`src/rtl/mont_const_gen.sv`:
```
// mont_const_gen: computes the Montgomery constants R mod m and R^2 mod m
// (R = 2^K) for an odd modulus m >= 3 by 2K modular doubling steps.
//
// Optional feature: define MONT_CONST_CACHE_EN to keep a result-valid flag.
// A start for the same modulus as the last successful run then skips the
// iteration and answers in one cycle with the outputs untouched.
module mont_const_gen #(
    parameter int K = 8
) (
    input  logic         clk,
    input  logic         rst_n,
    input  logic         start,
    input  logic [K-1:0] m,
    output logic [K-1:0] R_mod_m,
    output logic [K-1:0] R2_mod_m,
    output logic         busy,
    output logic         done,
    output logic         err
);

    localparam int IW = $clog2(2 * K);
    localparam logic [IW-1:0] LAST_R  = IW'(K - 1);
    localparam logic [IW-1:0] LAST_R2 = IW'(2 * K - 1);

    typedef enum logic [1:0] {
        IDLE = 2'd0,
        RUN  = 2'd1,
        DONE = 2'd2
    } state_t;

    state_t        state_q, state_d;
    logic [K-1:0]  m_q, m_d;
    logic [K-1:0]  r_q, r_d;
    logic [IW-1:0] i_q, i_d;
    logic [K-1:0]  rm_q, rm_d;
    logic [K-1:0]  r2_q, r2_d;
    logic          err_q, err_d;

    logic          accept;
    logic          m_invalid;
    logic          last_step;
    logic          cache_hit;
    logic [K:0]    t;
    logic [K:0]    m_ext;
    logic [K-1:0]  r_step;

    assign accept    = (state_q == IDLE) && start;
    assign m_invalid = ~m[0] || (m < K'(3));
    assign last_step = (state_q == RUN) && (i_q == LAST_R2);

    // One doubling step: r < m_q keeps 2r < 2m_q, so a single subtract
    // brings the result back into range.
    assign t      = {r_q, 1'b0};
    assign m_ext  = {1'b0, m_q};
    assign r_step = K'((t >= m_ext) ? (t - m_ext) : t);

`ifdef MONT_CONST_CACHE_EN
    logic valid_q, valid_d;

    assign cache_hit = valid_q && (m == m_q);

    // Result-valid flag: set by a completed run, dropped by a rejected modulus.
    always_comb begin
        valid_d = valid_q;
        if (accept && m_invalid) begin
            valid_d = 1'b0;
        end else if (last_step) begin
            valid_d = 1'b1;
        end
    end

    // Cache flag register.
    always_ff @(posedge clk) begin
        if (!rst_n) begin
            valid_q <= 1'b0;
        end else begin
            valid_q <= valid_d;
        end
    end
`else
    assign cache_hit = 1'b0;
`endif

    // Next-state and datapath update for the IDLE/RUN/DONE sequence.
    always_comb begin
        state_d = state_q;
        m_d     = m_q;
        r_d     = r_q;
        i_d     = i_q;
        rm_d    = rm_q;
        r2_d    = r2_q;
        err_d   = err_q;
        case (state_q)
            IDLE: begin
                if (start) begin
                    m_d   = m;
                    err_d = 1'b0;
                    if (m_invalid) begin
                        err_d   = 1'b1;
                        rm_d    = '0;
                        r2_d    = '0;
                        state_d = DONE;
                    end else if (cache_hit) begin
                        state_d = DONE;
                    end else begin
                        r_d     = K'(1);
                        i_d     = '0;
                        state_d = RUN;
                    end
                end
            end
            RUN: begin
                r_d = r_step;
                i_d = i_q + IW'(1);
                if (i_q == LAST_R) begin
                    rm_d = r_step;
                end
                if (i_q == LAST_R2) begin
                    r2_d    = r_step;
                    state_d = DONE;
                end
            end
            DONE: begin
                state_d = IDLE;
            end
            default: begin
                state_d = IDLE;
            end
        endcase
    end

    // State and datapath registers; reset clears everything.
    always_ff @(posedge clk) begin
        if (!rst_n) begin
            state_q <= IDLE;
            m_q     <= '0;
            r_q     <= '0;
            i_q     <= '0;
            rm_q    <= '0;
            r2_q    <= '0;
            err_q   <= 1'b0;
        end else begin
            state_q <= state_d;
            m_q     <= m_d;
            r_q     <= r_d;
            i_q     <= i_d;
            rm_q    <= rm_d;
            r2_q    <= r2_d;
            err_q   <= err_d;
        end
    end

    assign R_mod_m  = rm_q;
    assign R2_mod_m = r2_q;
    assign err      = err_q;
    assign busy     = (state_q != IDLE);
    assign done     = (state_q == DONE);

endmodule

```
`config.mk`:
```
export PLATFORM = sky130hd
export DESIGN_NAME = mont_const_gen
export DESIGN_NICKNAME = d
export VERILOG_FILES = /design/src/rtl/mont_const_gen.sv
export SDC_FILE = /design/constraint.sdc
export NUM_CORES = 1
export LEC_CHECK = 0
export ABC_AREA = 1
export CORE_ASPECT_RATIO = 0.8
export CORE_MARGIN = 4
export CORE_UTILIZATION = 30
export DETAILED_ROUTE_END_ITERATION = 12
export PLACE_DENSITY = 0.56
export SLEW_MARGIN = 20
export SYNTH_ARGS = -nofsm -noshare
export SYNTH_HDL_FRONTEND = slang
export SYNTH_SLANG_ARGS = --single-unit
```
`constraint.sdc`:
```
create_clock -name clk -period 2.2 [get_ports clk]
set_input_delay 0.44 -clock clk [delete_from_list [all_inputs] [get_ports clk]]
set_output_delay 0.44 -clock clk [all_outputs]
set_load 0.05 [all_outputs]
```
==> results of run 1 <==
## final cells by class
| cell class | instances | area (um2) |
|---|---|---|
| Timing Repair Buffer | 32 | 310 |
| Clock buffer | 6 | 82.6 |
| Multi-Input combinational cell | 186 | 1170 |
| Sequential cell | 39 | 781 |
| Fill cell | 710 | 4320 |
| Tap cell | 87 | 109 |
| Clock inverter | 2 | 35.0 |
| Inverter | 30 | 125 |
## cell families (layout without fill, tap and decap cells)
logic type | after synthesis | in the layout | share of synthesized area [%]
flops | 39 | 39 | 36.4
compound gates | 68 | 68 | 18.3
xor+xnor | 3 | 3 | 1.22
simple gates | 105 | 105 | 28.6
buf+inv | 39 | 70 | 9.32
fa+ha+maj | 10 | 10 | 6.18
## stage by stage
step	cell area [um2]	hold slack, ns	utilization (%)
3_5_place_dp	2490	0.456	36.0
3_3_place_gp	2490	0.453	36.0
5_1_grt	2610	0.484	37.7
4_1_cts	2610	0.468	37.7
6_report	2610	0.462	37.7
2_1_floorplan	2150	0.435	-
## power breakdown
| group | total [mW] | leakage [nW] | internal, mW | switching (mW) |
|---|---|---|---|---|
| clock network | 0.620 | 0.0612 | 0.367 | 0.253 |
| registers | 0.825 | 0.320 | 0.779 | 0.0455 |
| logic | 0.982 | 0.692 | 0.343 | 0.639 |
## state kept, by name, indices dropped and copies added (netlist names)
register and count:
state_q 2, R_mod_m 8, err 1, r_q 8
R2_mod_m 8, i_q 4, m_q 8
## worst reg2reg max path: cells and delay by family, from the launching register on
family                     cells  cell delay [ns]
adders and majority gates      2             0.50
AOI/OAI and AO/OA              1             0.13
and+or+nand+nor                6             0.75
DFF                            1             0.36
buffers and inverters          1             0.07
## worst max-delay path by stage
stage / from / to / slack (ns)
finish: state_q[0]$_SDFFE_PN0P_ / busy / 0.12
global route: state_q[0]$_SDFFE_PN0P_ / busy / 0.05
CTS: state_q[0]$_SDFFE_PN0P_ / busy / 0.09
detailed placement: m[5] / i_q[0]$_SDFFE_PN0P_ / 0.13
global placement: m[5] / r_q[7]$_SDFFE_PN0P_ / 0.12
floorplan: m_q[1]$_SDFFE_PN0P_ / r_q[7]$_SDFFE_PN0P_ / 0.56
## metal layers
metal	wire length (um)	up-vias	GRT usage (%)
met2	1950	30	16.9
met3	200	9	2.67
li1	-	939	-
met1	2160	770	14.9
met5	0	-	0
met4	75	0	4.05
## synth_stat cells (all sizes together)
cell type  count  area, um2
nand3b         7       52.6
nand4          2       12.5
a22oi          1       7.51
or2            1       8.76
inv           28        108
clkbuf         4       26.3
a21oi         40        230
ha             9        113
o211a          1       10.0
dfxtp         39        781
nor3           2       10.0
xor2           3       26.3
buf            5       48.8
nand2         58        315
clkinv         2       17.5
nor2          14       70.1
fa             1       20.0
o21ai         26        145
nand3         21        145
==> results.txt, run 1 <==
- STA puts the critical path data required time at 1.76 ns.
* Routability congestion estimate: 0.798
- After detailed routing, the average wire length per cell comes to 11.5 um.
- In this run, placement finished with an instance count of 374.
- Total power for the finished layout comes to 2.43 mW.
- Initial antenna violation count: 0
- The floorplan step defined a die boundary enclosing 0.00858 mm2.
- Cell count after synthesis: 264
- HP Start: m_q[3]$_SDFFE_PN0P_
- The number of max-slew violations in the final report came to 0.
* Clock period minus final worst setup slack: 2.08 ns
- Launching point of the worst reg2reg path: m_q[1]$_SDFFE_PN0P_
* Yosys warning total: 0
* Final cell count without fillers: 382
- WP depth: 3
* Post-Place Worst Slack: 0.126 ns
- Num CTS Buffers: 5
- The number of gates resized after CTS was 0.
* Routed wire length: 4390 um
- Number of port buffers: 29
* Post-synthesis sequential area ratio: 36.4%
* Diodes inserted: 0
- The via count of the first global-routing pass was 1678.
- Total half-perimeter wirelength after legalization and detailed placement: 3420 um
- Distinct cell type count after synthesis: 35
* Core area: 0.00693 mm2
- Maximum fanout encountered on the critical timing path: 4
- Worst slew slack as a fraction of its limit: 66.7%
* Final setup violation count: 0
- Average cell area after synthesis: 8.13 um2
- Setup Skew: 0.00533 ns
- Total global routing track utilization: 11.0%
- First-pass detailed-route iteration total: 4
- In this run, synthesis produced a sequential element count of 39.
* Worst Hold End: m_q[3]$_SDFFE_PN0P_
- Result of the run: finished, final reports clean
- Clock Root Buffer: sky130_fd_sc_hd__clkbuf_8
- For this run, design rule violations remaining after detail routing come to 0.
- Number of ports placed on the die boundary: 30
- Global-route wire length before repair: 7710 um
- In the routed layout, each cell is associated on average with a via count of 4.58.
- In this design, the stage delay of the slowest critical-path cell is 0.79 ns.
- Maximum clock insertion buffer count: 2
- After clock tree synthesis, the setup repair step added 0 buffers.
- Max-capacitance violation count: 0
* Reg2reg setup slack: 0.33 ns
* Worst-path cell with the longest stage delay: sky130_fd_sc_hd__clkdlybuf4s50_1
- Dividing total power by cell area gives a power density of 930 mW/mm2.
- Most frequent cells in the layout: sky130_fd_sc_hd__dfxtp_1 (39), sky130_fd_sc_hd__nand2_1 (34), sky130_fd_sc_hd__a21oi_1 (32)
- The number of endpoints with negative hold slack in the final report was 0.
- Global routing finished with a remaining overflow of 0.
- Initial core utilization: 31.0%
* Setup CP Type: reg -> out
- Number of clock sinks seen by CTS: 39
* Die Span X: 103 um
* Fraction of final layout cells sized beyond drive strength 1: 22.7%
- Worst setup slack after layout: 0.117 ns
- Worst path top cell family by delay: buffers and inverters
* Mapped Area: 0.00215 mm2
- Net count after synthesis: 285
* Fin crit share: 94.7%
- Worst slew pin tran: 0.498 ns
* Antenna viol nets, final: 0
- For the worst flop-to-flop path, the logic depth is 10.
- Setup repair after global routing left no endpoint under its margin.
* Largest net degree at the start of global routing: 18
* Endpoint of the most critical register-to-register path: r_q[7]$_SDFFE_PN0P_
- The die is 83.7 um tall.
- IR analysis of the VDD net gives a maximum drop of 0.000329 V.
* Number of DRC markers after the initial detailed-route iteration: 101
- Row generation in the floorplan step produced 27 rows.
- At the worst endpoint, the arrival time is 1.64 ns.
* Via Count: 1748
- Total buffers and inverters traversed by the critical path: 2
- Number of levels the H-tree was split into: 2
- Hold Buf Count CTS: 0
- TritonCTS built the clock tree.
- Depth of the worst hold-timing path: 2
- After the last flow step, the layout net total stands at 315.
- After clock tree synthesis, the clock-pin slew on the worst setup and hold paths is 0.08 ns.
- Leakage: 1.07 nW
- Kind of start point of the critical path: flip-flop
- Clock network latency to the later pin of the worst-skew pair: 0.29 ns
* Most common library cell in the layout ignoring fill and taps: sky130_fd_sc_hd__dfxtp_1
* CP Cell Sequence: nor2_4 -> inv_1 -> clkdlybuf4s50_1
- Static timing analysis puts the maximum clock frequency at 480 MHz.
- Type of element capturing the critical path: output port
* Accumulated negative setup slack: 0 ns
- The path class of the tightest hold or removal check is reg -> reg.
* Area overhead of the layout relative to synthesis: 21.5%
Power figures use the tool's default switching activity.
==> run 2, diff against run 1 <==
CELL_PAD_IN_SITES_DETAIL_PLACEMENT = 1   (was default)
CELL_PAD_IN_SITES_GLOBAL_PLACEMENT = 1   (was default)
PLACE_DENSITY = 0.69   (was 0.56)
SKIP_CTS_REPAIR_TIMING = 1   (was default)
==> results.txt, run 2 (same netlist as run 1, synthesis figures left out) <==
- Result of the run: finished, final reports clean
- STA puts the critical path data arrival time at 1.65 ns.
- Clock latency on the worst-skew pair, taken at its later pin, is 0.29 ns.
- Antenna viol nets, final: 0
- Number of inserted filler cells in the final layout: 820
* Overall die height: 83.7 um
- Number of clock sinks seen by CTS: 39
- Number of global-route vias before repair: 1821
* Max VDD drop: 0.000299 V
* Portion of total power attributed to combinational logic: 39.3%
* Via Count: 1792
* Clk slew on worst S/H paths: 0.08 ns
* Setup repair after global routing missed its margin: false
- The critical path is of the reg -> out type.
* Register area: 781 um2
- Gr ovfl total: 0
* Detailed-route vias per instance: 4.69
- The tightest min-delay check is of the reg -> reg type.
* Total global routing track utilization: 13.0%
- Data required, critical path: 1.76 ns
- The number of max-slew violations in the final report was 0.
- Number of DRC markers after the initial detailed-route iteration: 52
- Number of ports placed on the die boundary: 30
* Switching Share: 38.3%
* Largest net degree at the start of global routing: 18
- Timing would allow up to 478 MHz.
- Most common library cell in the layout ignoring fill and taps: sky130_fd_sc_hd__dfxtp_1
- Clock Root Buffer: sky130_fd_sc_hd__clkbuf_8
* Internal: 1.58 mW
- Counting the buffers created by CTS gives 5.
- HP Start: m_q[5]$_SDFFE_PN0P_
* Number of port buffers: 29
* Nets@finish: 315
- The worst register-to-register path begins at m_q[1]$_SDFFE_PN0P_.
- Fraction of final layout cells sized beyond drive strength 1: 22.4%
- Core area: 0.00693 mm2
* TritonCTS clock tree: yes
- STA classifies the critical path startpoint as a flip-flop.
* Beginning of the critical path: state_q[1]$_SDFFE_PN0P_
- The worst path uses 95.2% of the clock period.
- Routability-driven placement finished with a final weighted congestion of 0.765.
- The floorplan step defined a die boundary enclosing 0.00858 mm2.
* Area overhead of the layout relative to synthesis: 22.5%
* Setup Skew: 0.00983 ns
- Depth of the worst hold-timing path: 2
- Clock period minus final worst setup slack: 2.09 ns
* Relative contribution of sequential cells to total power: 32.3%
* Type of element capturing the critical path: output port
- In this run the static leakage power is 1.07 nW.
* Number of failing hold endpoints at the final stage: 0
- The initialized floorplan defines 27 standard-cell rows.
- Worst Hold Margin: 0.475 ns
- Multi-input gate area in the final layout: 0.00117 mm2
- The routed design has 5110 um of wire.
* Accumulated negative setup slack: 0 ns
* Proportion of power drawn by the clock network: 28.3%
* Number of levels the H-tree was split into: 2
* DRC violation count after routing: 0
* Max-capacitance violation count: 0
- At the pin with the least slew margin, the transition time is 0.513 ns.
* Diodes inserted: 0
- Maximum clock insertion buffer count: 2
- In this run the worst path has a maximum fanout of 3.
- Final setup violation count: 0
- The first detailed-routing pass took 4 iterations.
- Initial antenna violation count: 0
* Power density cells: 972 mW/mm2
- Total half-perimeter wirelength after legalization and detailed placement: 4100 um
* Reg2reg path depth: 10
* Most frequent cells in the layout: sky130_fd_sc_hd__dfxtp_1 (39), sky130_fd_sc_hd__nand2_1 (34), sky130_fd_sc_hd__a21oi_1 (32)
- Die Span X: 103 um
* Net load switching power: 0.980 mW
- Dividing the detail-routed wire length by the instance count gives 13.4 um.
* Global-route wire length before repair: 9000 um
- Worst slew slack as a fraction of its limit: 65.7%
* Initial core utilization: 31.0%
## run 2: changes by cell type in the layout (fill, tap and decap cells not counted)
cell	before	now
sky130_fd_sc_hd__buf_4	4	3
sky130_fd_sc_hd__bufinv_16	1	2
sky130_fd_sc_hd__clkbuf_8	6	5
sky130_fd_sc_hd__clkdlybuf4s50_1	28	29
sky130_fd_sc_hd__clkinv_2	1	0
sky130_fd_sc_hd__clkinvlp_4	0	1
## run 2: final cells by class
type / instances / share of cell area [%]
clock inverters: 3 / 2.57
repair buffers: 32 / 11.9
multi-input cells: 186 / 44.3
well taps: 87 / 4.14
flip-flops and latches: 39 / 29.7
clock buffers: 5 / 2.62
inverters: 30 / 4.76
## run 2: path summary, 6_finish.rpt
kind | endpoint | slack [ns]
setup reg to reg | R_mod_m[7]$_SDFFE_PN0P_ | 0.33
setup / recovery | done | 0.11
hold reg to reg | m_q[5]$_SDFFE_PN0P_ | 0.47
hold / removal | m_q[5]$_SDFFE_PN0P_ | 0.47
## run 2: worst max-delay path, cell delays in order, from the launching register on
cell and delay [ns]:
sky130_fd_sc_hd__dfxtp_1 0.40, sky130_fd_sc_hd__inv_2 0.08, sky130_fd_sc_hd__nor2_1 0.09, sky130_fd_sc_hd__clkdlybuf4s50_1 0.81
## run 2: power groups by stage
stage	combinational, mW	clock, mW	sequential, mW
floorplan	0.668	0	0.969
global route	1.12	0.786	0.837
global placement	0.990	0	0.843
CTS	1.02	0.745	0.828
detailed placement	1.02	0	0.844
finish	1.01	0.724	0.826
## run 2: through the flow
stage                     utilization (%)  worst slack (ns)  power [mW]  instance area [um2]  cells
after floorplan                         -             0.559        1.64                 2150    264
after global placement               36.0             0.178        1.83                 2490    374
after detailed placement             36.0            0.0916        1.86                 2490    374
after CTS                            38.0            0.0814        2.59                 2630    382
after global routing                 38.0            0.0114        2.74                 2630    382
final                                38.0             0.106        2.56                 2630    382
## run 2: layer usage
| metal | vias to the layer above | wire, um | track usage, % |
|---|---|---|---|
| li1 | 942 | - | - |
| met1 | 829 | 2550 | 17.3 |
| met2 | 17 | 2380 | 21.2 |
| met3 | 4 | 148 | 3.68 |
| met4 | 0 | 29 | 2.15 |
| met5 | - | 0 | 0 |
==> run 3, diff against run 2 <==
CORE_UTILIZATION = 40   (was 30)
GPL_TIMING_DRIVEN = 1   (was default)
PLACE_DENSITY = 0.86   (was 0.69)
==> results.txt, run 3 (same netlist as run 1, synthesis figures left out) <==
- Fraction of final layout cells sized beyond drive strength 1: 22.3%
- Worst slew slack as a fraction of its limit: 65.5%
* Initial core utilization: 42.2%
- Launching point of the worst reg2reg path: m_q[1]$_SDFFE_PN0P_
- Result of the run: finished, final reports clean
* TritonCTS clock tree: yes
- Number of levels the H-tree was split into: 2
- The routed layout has 1845 vias.
* Most common library cell in the layout ignoring fill and taps: sky130_fd_sc_hd__dfxtp_1
- The tool flagged a number of max-cap violations equal to 0.
- Clock network latency to the later pin of the worst-skew pair: 0.29 ns
- Setup CP Type: reg -> out
- From bottom edge to top edge, the die measures 73.5 um.
- Dividing the detail-routed via count by the number of cells gives 5.15.
- At the end of routability-driven placement, the weighted congestion stood at 0.813.
- For the pin with the worst max-slew slack, the measured transition is 0.515 ns.
- Along the worst path, the maximum fanout reaches 4.
- Clock tree synthesis inserted a total of 5 buffers.
- OpenSTA, run right after detailed placement, puts the worst setup slack at 0.111 ns.
* Fin crit share: 96.1%
- The repair_antennas step left the layout with diodes totalling 0.
* Setup repair after global routing missed its margin: false
- The worst hold path was traced through 2 stages.
- The via count of the first global-routing pass is 1970.
- Summing all placed instances gives a cell area of 0.00247 mm2.
- The first global-routing pass estimated 9450 um of wire.
- STA classifies the critical path endpoint as an output port.
* Number of failing hold endpoints at the final stage: 0
* CP arrival: 1.67 ns
- Number of rows in the core area: 23
- Number of clock sinks seen by CTS: 39
- Leakage: 1.08 nW
- Nets@finish: 316
* Area overhead of the layout relative to synthesis: 21.2%
* Gr ovfl total: 0
- Final setup violation count: 0
- Worst-path cell with the longest stage delay: sky130_fd_sc_hd__clkdlybuf4s50_1
* Setup Skew: 0.0122 ns
- Total half-perimeter wirelength after legalization and detailed placement: 4210 um
- Max VDD drop: 0.000482 V
- Overall die area: 0.00661 mm2
* Clock period minus final worst setup slack: 2.11 ns
- Routed wire length: 5450 um
- Clk slew on worst S/H paths: 0.08 ns
* Antenna viol nets, final: 0
* Layout Cell Area excl Fill: 0.00260 mm2
* Max-slew violation count: 0
- Data required, critical path: 1.76 ns
- Upper clock frequency limit: 473 MHz
* Largest net degree at the start of global routing: 18
- In this run the clock root is driven by a sky130_fd_sc_hd__clkbuf_8.
- First-pass detailed-route iteration total: 4
- Accumulated negative setup slack: 0 ns
- CP Cell Sequence: nor2_4 -> inv_1 -> clkdlybuf4s50_1
- For this block, the initial DRC count from the detailed router was 48.
- Total global routing track utilization: 17.7%
- For this run, design rule violations remaining after detail routing come to 0.
- During I/O placement, the number of pins put on the boundary was 30.
* Power density cells: 984 mW/mm2
- Reg2reg path depth: 10
- Maximum clock insertion buffer count: 2
* Number of port buffers: 29
- Setup slack on the critical path of the routed design comes to 0.0868 ns.
- The number of antenna violations at the first check in global routing came to 0.
- Final core utilization: 51.1%
- Routed length per placed instance: 15.2 um
* Most frequent cells in the layout: sky130_fd_sc_hd__dfxtp_1 (39), sky130_fd_sc_hd__nand2_1 (34), sky130_fd_sc_hd__a21oi_1 (32)
- In this design, the stage delay of the slowest critical-path cell is 0.81 ns.
- Across all hold checks on the routed design, the worst slack comes to 0.484 ns.
- Kind of start point of the critical path: flip-flop
* Worst hold path type: reg -> reg
* HP Start: m_q[6]$_SDFFE_PN0P_
- Core area: 0.00509 mm2
- In this run the critical register-to-register path is captured at r_q[5]$_SDFFE_PN0P_.
- Die Span X: 89.9 um
- Reg2reg setup slack: 0.25 ns
- Worst Hold End: m_q[6]$_SDFFE_PN0P_
==> run 3: where the power goes <==
part,switching [mW],internal [mW],total (mW)
Clock,0.258,0.454,0.712
Sequential,0.0482,0.779,0.827
Combinational,0.678,0.345,1.02
Total,0.984,1.58,2.56
==> run 3: layer usage <==
metal	vias to the layer above	routed length, um	global-route usage (%)
met3	11	158	3.58
li1	934	-	-
met2	26	2730	32.1
met1	874	2470	21.6
met5	-	0	0
met4	0	86	5.26
==> run 3: final cells by class <==
cell class / count / area (um2)
tap: 62 / 77.6
sequential: 39 / 781
clock buffer: 6 / 72.6
multi-input combinational: 186 / 1170
timing repair buffer: 33 / 320
clock inverter: 2 / 60.1
fill: 611 / 2490
inverter: 30 / 125
==> run 3: worst max-delay path by stage <==
stage / to / from / depth (start not counted) / slack [ns]
after floorplan: r_q[7]$_SDFFE_PN0P_ / m_q[1]$_SDFFE_PN0P_ / 10 / 0.56
after global placement: r_q[7]$_SDFFE_PN0P_ / m[5] / 8 / 0.20
after detailed placement: i_q[2]$_SDFFE_PN0P_ / m[5] / 8 / 0.11
after CTS: busy / state_q[0]$_SDFFE_PN0P_ / 3 / 0.07
after global routing: done / state_q[1]$_SDFFE_PN0P_ / 3 / 0.03
final: busy / state_q[0]$_SDFFE_PN0P_ / 3 / 0.09
==> run 3: through the flow <==
step | cells | power (mW)
6_report | 358 | 2.56
4_1_cts | 358 | 2.58
3_5_place_dp | 350 | 1.87
2_1_floorplan | 264 | 1.64
5_1_grt | 358 | 2.71
3_3_place_gp | 350 | 1.82
==> run 3: critical path, delay by kind of cell (launching register included) <==
kind,cells,cell delay [ns]
AND/OR/NAND/NOR,1,0.07
flip-flops,1,0.44
buffers and inverters,2,0.87
